<file path="config.mk">
export PLATFORM = sky130hd
export DESIGN_NAME = pbs_ctrl
export DESIGN_NICKNAME = d
export VERILOG_FILES = /design/src/rtl/pbs_ctrl.sv
export SDC_FILE = /design/constraint.sdc
export NUM_CORES = 1
export LEC_CHECK = 0
export BUFFER_PORTS_ARGS = -buffer_cell sky130_fd_sc_hd__buf_2
export CAP_MARGIN = 10
export CORE_MARGIN = 2
export CORE_UTILIZATION = 46
export CTS_CLUSTER_DIAMETER = 50
export DETAILED_ROUTE_END_ITERATION = 6
export PLACE_DENSITY = 0.75
export SLEW_MARGIN = 10
export SYNTH_ARGS = -nofsm -noshare
export SYNTH_HDL_FRONTEND = slang
export SYNTH_SLANG_ARGS = --single-unit
</file>
<file path="constraint.sdc">
create_clock -name clk -period 1.6 [get_ports clk]
set_input_delay 0.08 -clock clk [delete_from_list [all_inputs] [get_ports clk]]
set_output_delay 0.08 -clock clk [all_outputs]
set_load 0.005 [all_outputs]
</file>
<file path="src/rtl/pbs_ctrl.sv">
// rtl/pbs_ctrl.sv - battle turn-sequencing FSM driving datapath control strobes.
// Optional accuracy roll enabled by defining PBS_ACCU_CHECK_EN.
module pbs_ctrl #(
  parameter int SETTLE    = 2,
  parameter int MAX_TURNS = 15
) (
  input  logic       clk,
  input  logic       rst,
  input  logic       confirm,
  input  logic [1:0] move_sel,
  input  logic [3:0] p_hp,
  input  logic [3:0] ai_hp,
  input  logic [3:0] accu,
  input  logic [3:0] accu_rng,
  output logic       target,
  output logic       stop,
  output logic [1:0] p_move,
  output logic       actr,
  output logic       load_ai_hp,
  output logic       app_pl_dmg,
  output logic       app_ai_dmg,
  output logic       miss,
  output logic [3:0] turn,
  output logic       done,
  output logic [1:0] result
);

  typedef enum logic [3:0] {
    S_IDLE, S_P_SEL, S_P_CALC, S_P_APPLY, S_P_CHECK,
    S_AI_CALC, S_AI_APPLY, S_AI_CHECK, S_DONE
  } state_t;

  localparam logic [3:0] SETTLE_LAST = 4'(SETTLE - 1);
  localparam logic [3:0] TURN_LIMIT  = 4'(MAX_TURNS);

  state_t     state;
  logic [3:0] cnt;
  logic       hit;
  logic [3:0] turn_next;

`ifdef PBS_ACCU_CHECK_EN
  assign hit = (accu >= accu_rng);
`else
  logic unused_accu;
  assign hit         = 1'b1;
  assign unused_accu = ^{accu, accu_rng};
`endif

  assign turn_next = turn + 4'd1;

  // Strobes default low each cycle; the hit decision is registered on APPLY entry
  // while stop=1 keeps the RNG roll stable.
  always_ff @(posedge clk) begin
    if (rst) begin
      state      <= S_IDLE;
      cnt        <= 4'd0;
      target     <= 1'b0;
      stop       <= 1'b0;
      p_move     <= 2'b00;
      actr       <= 1'b0;
      load_ai_hp <= 1'b0;
      app_pl_dmg <= 1'b0;
      app_ai_dmg <= 1'b0;
      miss       <= 1'b0;
      turn       <= 4'd0;
      done       <= 1'b0;
      result     <= 2'b00;
    end else begin
      load_ai_hp <= 1'b0;
      app_pl_dmg <= 1'b0;
      app_ai_dmg <= 1'b0;
      miss       <= 1'b0;
      case (state)
        S_IDLE: begin
          if (confirm) state <= S_P_SEL;
        end
        S_P_SEL: begin
          if (confirm) begin
            p_move     <= move_sel;
            state      <= S_P_CALC;
            cnt        <= 4'd0;
            load_ai_hp <= 1'b1;
            actr       <= 1'b0;
            target     <= 1'b1;
            stop       <= 1'b1;
          end
        end
        S_P_CALC: begin
          if (cnt == SETTLE_LAST) begin
            state <= S_P_APPLY;
            if (hit) app_ai_dmg <= 1'b1;
            else     miss       <= 1'b1;
          end else begin
            cnt <= cnt + 4'd1;
          end
        end
        S_P_APPLY: state <= S_P_CHECK;
        S_P_CHECK: begin
          if (ai_hp == 4'd0) begin
            result <= 2'b01;
            done   <= 1'b1;
            state  <= S_DONE;
          end else begin
            state  <= S_AI_CALC;
            cnt    <= 4'd0;
            actr   <= 1'b1;
            target <= 1'b0;
          end
        end
        S_AI_CALC: begin
          if (cnt == SETTLE_LAST) begin
            state <= S_AI_APPLY;
            if (hit) app_pl_dmg <= 1'b1;
            else     miss       <= 1'b1;
          end else begin
            cnt <= cnt + 4'd1;
          end
        end
        S_AI_APPLY: state <= S_AI_CHECK;
        S_AI_CHECK: begin
          if (p_hp == 4'd0) begin
            result <= 2'b10;
            done   <= 1'b1;
            state  <= S_DONE;
          end else begin
            turn <= turn_next;
            if (turn_next == TURN_LIMIT) begin
              result <= 2'b11;
              done   <= 1'b1;
              state  <= S_DONE;
            end else begin
              stop  <= 1'b0;
              state <= S_P_SEL;
            end
          end
        end
        S_DONE: state <= S_DONE;
        default: state <= S_IDLE;
      endcase
    end
  end

endmodule

</file>
==> results of run 1 <==
state kept, by name (all words and copies together), names as in the netlist:
name	flops
state	4
cnt	4
result	2
done	1
p_move	2
stop	1
target	1
app_pl_dmg	1
turn	4
app_ai_dmg	1
actr	1
load_ai_hp	1
logic make-up (layout without fill, tap and decap cells):
kind of cell               count (synthesis)  count (layout)  share of synthesized area
and+or+nand+nor                           54              54                      0.248
muxes                                      5               5                     0.0407
xor gates and xnor gates                   4               4                     0.0278
other                                      1               1                    0.00297
DFF                                       23              23                      0.365
AOI/OAI and AO/OA                         35              35                      0.218
buffers and inverters                     15              56                     0.0575
adders and majority gates                  4               4                     0.0397
routing by layer:
metal,global-route usage,vias to the layer above
met5,0,-
met4,0.0612,0
met3,0.0276,2
met2,0.324,28
met1,0.251,578
li1,-,595
layout make-up:
class                   instances  area [um^2]  share of cell area
well taps                      30         37.5              0.0236
multi-input cells             103          762               0.478
flip-flops and latches         23          464               0.291
inverters                       7         26.3              0.0165
repair buffers                 45          277               0.174
clock buffers                   4         26.3              0.0165
Yosys cell counts (3+ instances only):
cell type and instances:
nand2_1 9, o21ai_1 6, nand2b_1 4, dfxtp_1 23
nor4_1 3, a21oi_1 5, nor2_1 17, ha_1 4
mux2i_1 4, buf_2 4, nand3_1 4, inv_1 6
xnor2_1 3
worst min-delay path, stage by stage:
cell and delay, ns:
buf_2 0.07, mux2i_1 0.05, nor2_1 0.07
metrics by stage:
step / std cells / total power [mW] / worst slack, ns / TNS, ns / cell area [um^2]
after detailed placement: 205 / 0.797 / -0.0642 / -0.150 / 1500
after global routing: 212 / 1.14 / -0.0950 / -0.525 / 1590
after CTS: 210 / 1.06 / -0.0725 / -0.222 / 1550
final: 212 / 1.07 / -0.0479 / -0.125 / 1590
after global placement: 205 / 0.792 / -0.0335 / -0.0563 / 1500
after floorplan: 141 / 0.734 / 0.0216 / 0 / 1260
cells in the final DEF (no fill, tap or decap), drive strengths merged, types with 2 or more instances in the layout:
cell,instances
buf,44
dfxtp,23
nor2,17
nand2,9
o21ai,8
inv,6
a21oi,6
nand3,4
nand2b,4
mux2i,4
ha,4
clkbuf,4
nor4,3
xnor2,3
or3b,3
nor3,2
nand3b,2
or4,2
a21o,2
a211oi,2
nor3b,2
a221oi,2
o32ai,2
a311oi,2
timing repair:
action | 4_1_cts | 5_1_grt
hold buffers | 0 | 1
gates resized for setup | 5 | 7
endpoints found under the setup margin | 4 | 12
pin swaps | 2 | 2
endpoints found under the hold margin | 0 | 1
setup buffers | 1 | 1
worst paths after layout:
kind	depth (start not counted)	to	slack, ns
setup reg to reg	5	cnt[2]$_SDFFE_PP0P_	-0.05
hold / removal	3	p_move[1]$_SDFFE_PP0P_	0.009
hold reg to reg	1	done$_SDFFE_PP0P_	0.48
setup / recovery	5	cnt[2]$_SDFFE_PP0P_	-0.05
power breakdown:
group | switching [mW] | internal, mW | total [mW]
Combinational | 0.102 | 0.0996 | 0.202
Sequential | 0.0135 | 0.592 | 0.605
Clock | 0.165 | 0.0969 | 0.262
==> impl_metrics.csv, run 1 <==
group,metric,value,unit
synth,netlist_area,1260,um^2
timing,fmax,0.607,GHz
synth,yosysTopAreaCell,"dfxtp_1",
hold_path,min-delay-start,"move_sel[1]",
clock_tree,cts-root-buf,"clkbuf_4",
power_and_ir_drop,power.density,671,nW/um^2
setup_path,timing.critical_path.from_type,"register",
finish,final_util,0.626,
setup_path,cp_top_family,"simple AND/OR/NAND/NOR gates",
detailed_routing,num_vias,1203,
finish,fillers,234,
synth,postSynthAreaPerCell,8.94,um^2
global_route,grt_pass1_wl,5000,um
detailed_routing,dr.first_iter.drc_count,23,
detailed_routing,wire_per_inst,13.8,um
die,rows,18,
synth,synth_top_area_frac,0.365,
detailed_routing,avgViaCountPerCell,5.67,
synth,synth_edf_count,0,
finish,nets,208,
status,violations,"negative setup slack",
clock_tree,cts.sinks,23,
timing,hold_viol_final,0,
finish,diodes,0,
timing,slew_violations,0,
synth,ys_seq_area_frac,0.365,
timing,setup_ws,-0.0479,ns
setup_path,slowest_stage,"or4b_4",
timing,fin_hold_ws,0.00877,ns
detailed_routing,drcViolationCount,0,
synth,ys_types,53,
global_route,grt_max_degree,21,
clock_tree,cts_tree,"built",
synth,ys_seq_elements,23,
status,status,"finished with violations",
setup_path,critPathKind,"reg2reg",
synth,synth_cells,141,
detailed_routing,drtPass1Iterations,6,
placement,dp_hpwl,2140,um
die,initial_core_util,0.496,
detailed_routing,wl_met2,1410,um
detailed_routing,dr_wl_met3,92,um
die,die_width,56.4,um
finish,area_growth,26.3,%
setup_path,crit_buf_inv,1,
clock_tree,h-tree-depth,1,
setup_path,critPathMaxFanout,4,
die,core_area,2540,um^2
die,io_pins,37,
timing,min_period_over_period,1.03,
detailed_routing,final_antenna_net_count,0,
timing,grt_setup_unrepaired,"true",
synth,yosysWarnings,0,
die,die-area,3180,um^2
detailed_routing,routed.top_layer,"met4",
timing,post-route-min-period,1.65,ns
placement,gp_congestion,0.803,
setup_path,startpoint,"state[1]$_SDFFE_PP0P_",
synth,syn-num-nets,166,
global_route,grt-ovfl-total,0,
power_and_ir_drop,ir_drop,0.618,mV
power_and_ir_drop,cellLeakagePower,0.668,nW
synth,synthTopCellsByArea,"dfxtp_1 37%, nor2_1 5.1%, ha_1 4.0%",
clock_tree,clock_latency,0.30,ns
finish,drive_gt1_frac,0.352,
setup_path,arrival,1.85,ns
global_route,grtUsageTotal,0.192,
timing,final.setup_skew,0.00163,ns
setup_path,end_kind,"register",
setup_path,reg2reg_from,"state[1]$_SDFFE_PP0P_",
global_route,grt_antenna_before_repair,0,
synth,ys.flop_type,"dfxtp_1",
flow_run,cap_violations,0,
setup_path,cpPeakStageDelay,0.57,ns
clock_tree,cts.clk_slew.worst_paths,0.12,ns
setup_path,cp_cell_sequence,"buf_6 -> or4b_4 -> o32ai_4 -> a221oi_2 -> o32ai_1",
placement,io_buffers,27,
clock_tree,clockBufferDepth,2,
synth,async_flop_share,0,
detailed_routing,wl_met1,1400,um
clock_tree,cts_buffers,3,
setup_path,worstPathRequired,1.81,ns
timing,setup_viol,5,
global_route,grt_pass1_vias,1149,
detailed_routing,wl,2920,um
hold_path,min_path_type,"in2reg",
die,die_h,56.4,um
(Power assumes the default switching activity.)
==> run 2: changes to the inputs <==
--- a/config.mk
+++ b/config.mk
@@ -11,6 +11,8 @@
 export CORE_UTILIZATION = 46
 export CTS_CLUSTER_DIAMETER = 50
 export DETAILED_ROUTE_END_ITERATION = 6
+export GPL_ROUTABILITY_DRIVEN = 0
+export HOLD_SLACK_MARGIN = 0.12
 export PLACE_DENSITY = 0.75
 export SLEW_MARGIN = 10
 export SYNTH_ARGS = -nofsm -noshare
==> impl_metrics.csv, run 2 (same netlist as run 1, synthesis figures left out) <==
group,metric,value,unit
placement,dpl_cell_area,1500,um^2
power_and_ir_drop,cellLeakagePower,0.689,nW
timing,setup_viol,5,
global_route,grt_max_degree,21,
timing,setup_ws,-0.0451,ns
detailed_routing,wl,2980,um
clock_tree,cts_tree,"built",
die,core_area,2540,um^2
detailed_routing,avgViaCountPerCell,5.51,
setup_path,critPathKind,"reg2reg",
die,rows,18,
finish,fillers,227,
clock_tree,cts.sinks,23,
global_route,grt_pass1_wl,5220,um
detailed_routing,drtPass1Iterations,4,
power_and_ir_drop,ir_drop,0.623,mV
timing,fmax,0.608,GHz
clock_tree,cts-root-buf,"clkbuf_4",
die,die_width,56.4,um
clock_tree,clock_latency,0.30,ns
setup_path,timing.critical_path.from_type,"register",
finish,final_common_cell,"buf_2",
clock_tree,h-tree-depth,1,
finish,diodes,0,
setup_path,ff2ff_path_depth,5,
power_and_ir_drop,internal_power,0.796,mW
timing,final.setup_skew,0.000969,ns
global_route,grt_antenna_before_repair,0,
hold_path,hold_depth,2,
detailed_routing,wl_met1,1420,um
timing,post-route-min-period,1.65,ns
die,die_h,56.4,um
clock_tree,cts.clk_slew.worst_paths,0.13,ns
timing,min_period_over_period,1.03,
detailed_routing,wire_per_inst,13.8,um
finish,drive_gt1_frac,0.342,
power_and_ir_drop,power.density,659,nW/um^2
global_route,grt_pass1_vias,1191,
detailed_routing,dr.first_iter.drc_count,30,
timing,fin_hold_ws,0.174,ns
setup_path,critPathMaxFanout,4,
power_and_ir_drop,combPwrFrac,0.196,
timing,grt_setup_unrepaired,"true",
power_and_ir_drop,clockPowerShare,0.245,
setup_path,arrival,1.85,ns
clock_tree,cts_buffers,3,
setup_path,end_kind,"register",
finish,nets,213,
clock_tree,clockBufferDepth,2,
status,status,"finished with violations",
detailed_routing,dr_wl_met3,75,um
finish,design_area,1640,um^2
finish,reg_top3,"cnt: 4 flops, state: 4 flops, turn: 4 flops",
finish,area_growth,30.3,%
global_route,grtUsageTotal,0.200,
flow_run,cap_violations,0,
die,io_pins,37,
detailed_routing,final_antenna_net_count,0,
placement,post-place-ws,-0.0642,ns
detailed_routing,routed.top_layer,"met4",
setup_path,worstPathRequired,1.81,ns
timing,hold_viol_final,0,
detailed_routing,drcViolationCount,0,
detailed_routing,num_vias,1195,
placement,io_buffers,27,
placement,dp_hpwl,2140,um
timing,fin_setup_tns,-0.136,ns
die,die-area,3180,um^2
global_route,grt-ovfl-total,0,
status,violations,"negative setup slack",
finish,mostFrequentLayoutCells,"27 x buf_2, 20 x dfxtp_1, 17 x nor2_1",
power_and_ir_drop,p_sw_frac,0.265,
timing,slew_violations,0,
power_and_ir_drop,netSwitchingPower,0.286,mW
die,initial_core_util,0.496,
detailed_routing,wl_met2,1470,um
hold_path,min_path_type,"in2reg",
power_and_ir_drop,pwr-share-seq,0.559,
-- run 2: cell types whose count changed in the layout (fill, tap and decap cells not counted) --
| cell | previous run | this run |
|---|---|---|
| dlygate4sd3_1 | 1 | 6 |
-- run 2: worst paths after layout --
check / end / start / slack (ns)
max: cnt[2]$_SDFFE_PP0P_ / state[1]$_SDFFE_PP0P_ / -0.05
min: p_move[0]$_SDFFE_PP0P_ / rst / 0.17
max reg2reg: cnt[2]$_SDFFE_PP0P_ / state[1]$_SDFFE_PP0P_ / -0.05
min reg2reg: done$_SDFFE_PP0P_ / done$_SDFFE_PP0P_ / 0.49
-- run 2: final cells by class --
class                   instances  area [um^2]  share of cell area
multi-input cells             103          762               0.464
flip-flops and latches         23          464               0.283
repair buffers                 50          327               0.199
well taps                      30         37.5              0.0228
clock buffers                   4         26.3              0.0160
inverters                       7         26.3              0.0160
-- run 2: power by group through the flow --
stage	logic, mW	registers, mW	clock network, mW
final	0.212	0.605	0.265
after global routing	0.233	0.607	0.309
after detailed placement	0.182	0.616	0
after global placement	0.177	0.615	0
after CTS	0.199	0.604	0.268
after floorplan	0.119	0.615	0
-- run 2: what timing repair did --
item,4_1_cts,5_1_grt
pin swaps,2,2
setup buffers,1,1
endpoints found under the setup margin,4,12
resized for setup,5,7
hold buffers,6,0
hold endpoints to repair,3,0
-- run 2: per-stage QoR --
| stage | utilization | std cells | power (mW) |
|---|---|---|---|
| 3_5_place_dp | 0.589 | 205 | 0.797 |
| 3_3_place_gp | 0.589 | 205 | 0.792 |
| 5_1_grt | 0.646 | 217 | 1.15 |
| 6_report | 0.646 | 217 | 1.08 |
| 4_1_cts | 0.632 | 216 | 1.07 |
| 2_1_floorplan | - | 141 | 0.734 |
-- run 2: critical path, cell delays in order, from the launching register on --
cell      delay [ns]
dfxtp_2         0.35
buf_6           0.11
or4b_4          0.57
o32ai_4         0.21
a221oi_2        0.06
o32ai_1         0.25
-- run 2: routing by layer --
metal | up-vias | GRT usage
met5 | - | 0
met4 | 0 | 0.0680
met3 | 2 | 0.0276
met2 | 21 | 0.334
met1 | 569 | 0.263
li1 | 603 | -
==> run 3: changes to the inputs <==
--- a/config.mk
+++ b/config.mk
@@ -7,13 +7,12 @@
 export LEC_CHECK = 0
 export BUFFER_PORTS_ARGS = -buffer_cell sky130_fd_sc_hd__buf_2
 export CAP_MARGIN = 10
-export CORE_MARGIN = 2
 export CORE_UTILIZATION = 46
 export CTS_CLUSTER_DIAMETER = 50
 export DETAILED_ROUTE_END_ITERATION = 6
 export GPL_ROUTABILITY_DRIVEN = 0
 export HOLD_SLACK_MARGIN = 0.12
-export PLACE_DENSITY = 0.75
+export PLACE_DENSITY = 0.84
 export SLEW_MARGIN = 10
 export SYNTH_ARGS = -nofsm -noshare
 export SYNTH_HDL_FRONTEND = slang
==> impl_metrics.csv, run 3 (same netlist as run 1, synthesis figures left out) <==
group,metric,value,unit
timing,post-route-min-period,1.63,ns
power_and_ir_drop,p_sw_frac,0.279,
finish,final_util,0.636,
power_and_ir_drop,p_total,1.09,mW
global_route,grt-ovfl-total,0,
finish,finalNonFillerCells,215,
clock_tree,cts_buffers,3,
clock_tree,cts.clk_slew.worst_paths,0.13,ns
timing,fin_hold_ws,0.163,ns
setup_path,timing.critical_path.from_type,"register",
status,violations,"negative setup slack",
timing,slew_violations,0,
timing,min_period_over_period,1.02,
die,die_width,54.4,um
detailed_routing,wire_per_inst,13.6,um
setup_path,arrival,1.85,ns
flow_run,cap_violations,0,
timing,grt_setup_unrepaired,"true",
power_and_ir_drop,netSwitchingPower,0.305,mW
global_route,grt_antenna_before_repair,0,
clock_tree,clockBufferDepth,2,
setup_path,worstPathRequired,1.82,ns
power_and_ir_drop,clockPowerShare,0.264,
die,die-area,2960,um^2
power_and_ir_drop,combPwrFrac,0.185,
finish,drive_gt1_frac,0.335,
detailed_routing,wl,2930,um
finish,mostFrequentLayoutCells,"27 x buf_2, 20 x dfxtp_1, 17 x nor2_1",
placement,dpl_cell_area,1490,um^2
finish,nets,211,
power_and_ir_drop,power.density,676,nW/um^2
die,core_area,2540,um^2
finish,diodes,0,
placement,post-place-ws,-0.0563,ns
detailed_routing,drtPass1Iterations,4,
die,rows,18,
detailed_routing,num_vias,1199,
power_and_ir_drop,ir_drop,0.525,mV
finish,final_common_cell,"buf_2",
setup_path,end_kind,"register",
power_and_ir_drop,pwr-share-seq,0.551,
setup_path,critPathMaxFanout,5,
die,initial_core_util,0.496,
detailed_routing,final_antenna_net_count,0,
timing,setup_viol,2,
finish,reg_top3,"cnt: 4 flops, state: 4 flops, turn: 4 flops",
timing,setup_ws,-0.0270,ns
timing,hold_viol_final,0,
timing,fmax,0.615,GHz
setup_path,critPathKind,"reg2reg",
hold_path,min_path_type,"in2reg",
timing,final.setup_skew,0.00315,ns
global_route,grtUsageTotal,0.202,
die,die_h,54.4,um
status,status,"finished with violations",
die,io_pins,37,
clock_tree,cts-root-buf,"clkbuf_4",
clock_tree,h-tree-depth,1,
global_route,grt_pass1_vias,1057,
detailed_routing,drcViolationCount,0,
timing,fin_setup_tns,-0.0450,ns
power_and_ir_drop,internal_power,0.788,mW
power_and_ir_drop,cellLeakagePower,0.687,nW
finish,design_area,1620,um^2
placement,dp_hpwl,2120,um
clock_tree,cts_tree,"built",
detailed_routing,avgViaCountPerCell,5.58,
placement,dp_cells,204,
detailed_routing,dr.first_iter.drc_count,22,
placement,io_buffers,27,
clock_tree,clock_latency,0.32,ns
clock_tree,cts.sinks,23,
finish,area_growth,28.3,%
global_route,grt_max_degree,20,
global_route,grt_pass1_wl,4350,um
==> run 3: cell type report <==
type	instances	area (um^2)
fill	217	927
tap	30	37.5
multi-input combinational	103	751
timing repair buffer	48	308
sequential	23	469
inverter	7	26.3
clock buffer	4	26.3
==> run 3: worst paths after layout <==
check                        start                   to  slack (ns)  cells after the start
min reg2reg      done$_SDFFE_PP0P_    done$_SDFFE_PP0P_        0.48                      1
max reg2reg  state[1]$_SDFFE_PP0P_  cnt[2]$_SDFFE_PP0P_       -0.03                      4
max          state[1]$_SDFFE_PP0P_  cnt[2]$_SDFFE_PP0P_       -0.03                      4
min                            rst    done$_SDFFE_PP0P_        0.16                      3
==> run 3: timing repair <==
action	in CTS	in global routing
resized for setup	6	4
pin swaps	1	2
hold endpoints to repair	3	0
buffers inserted	1	0
hold buffers	6	0
setup endpoints to repair	5	8
==> run 3: routing by layer <==
metal / vias to the layer above / share of wire / routed length, um / global-route usage
met5: - / 0 / 0 / 0
met4: 0 / 0.011 / 32 / 0.0513
met3: 7 / 0.027 / 80 / 0.0528
met2: 25 / 0.52 / 1520 / 0.374
met1: 567 / 0.44 / 1300 / 0.224
li1: 600 / - / - / -
==> run 3: power by group through the flow <==
stage	sequential (mW)	combinational (mW)	clock (mW)
floorplan	0.615	0.119	0
global placement	0.616	0.173	0
detailed placement	0.618	0.180	0
CTS	0.604	0.198	0.290
global route	0.606	0.217	0.308
finish	0.603	0.202	0.288
==> run 3: critical path: stages, from the launching register on <==
cell and delay, ns:
dfxtp_4 0.38, or3b_4 0.38, a221o_1 0.38, a221oi_1 0.28, o32ai_1 0.10
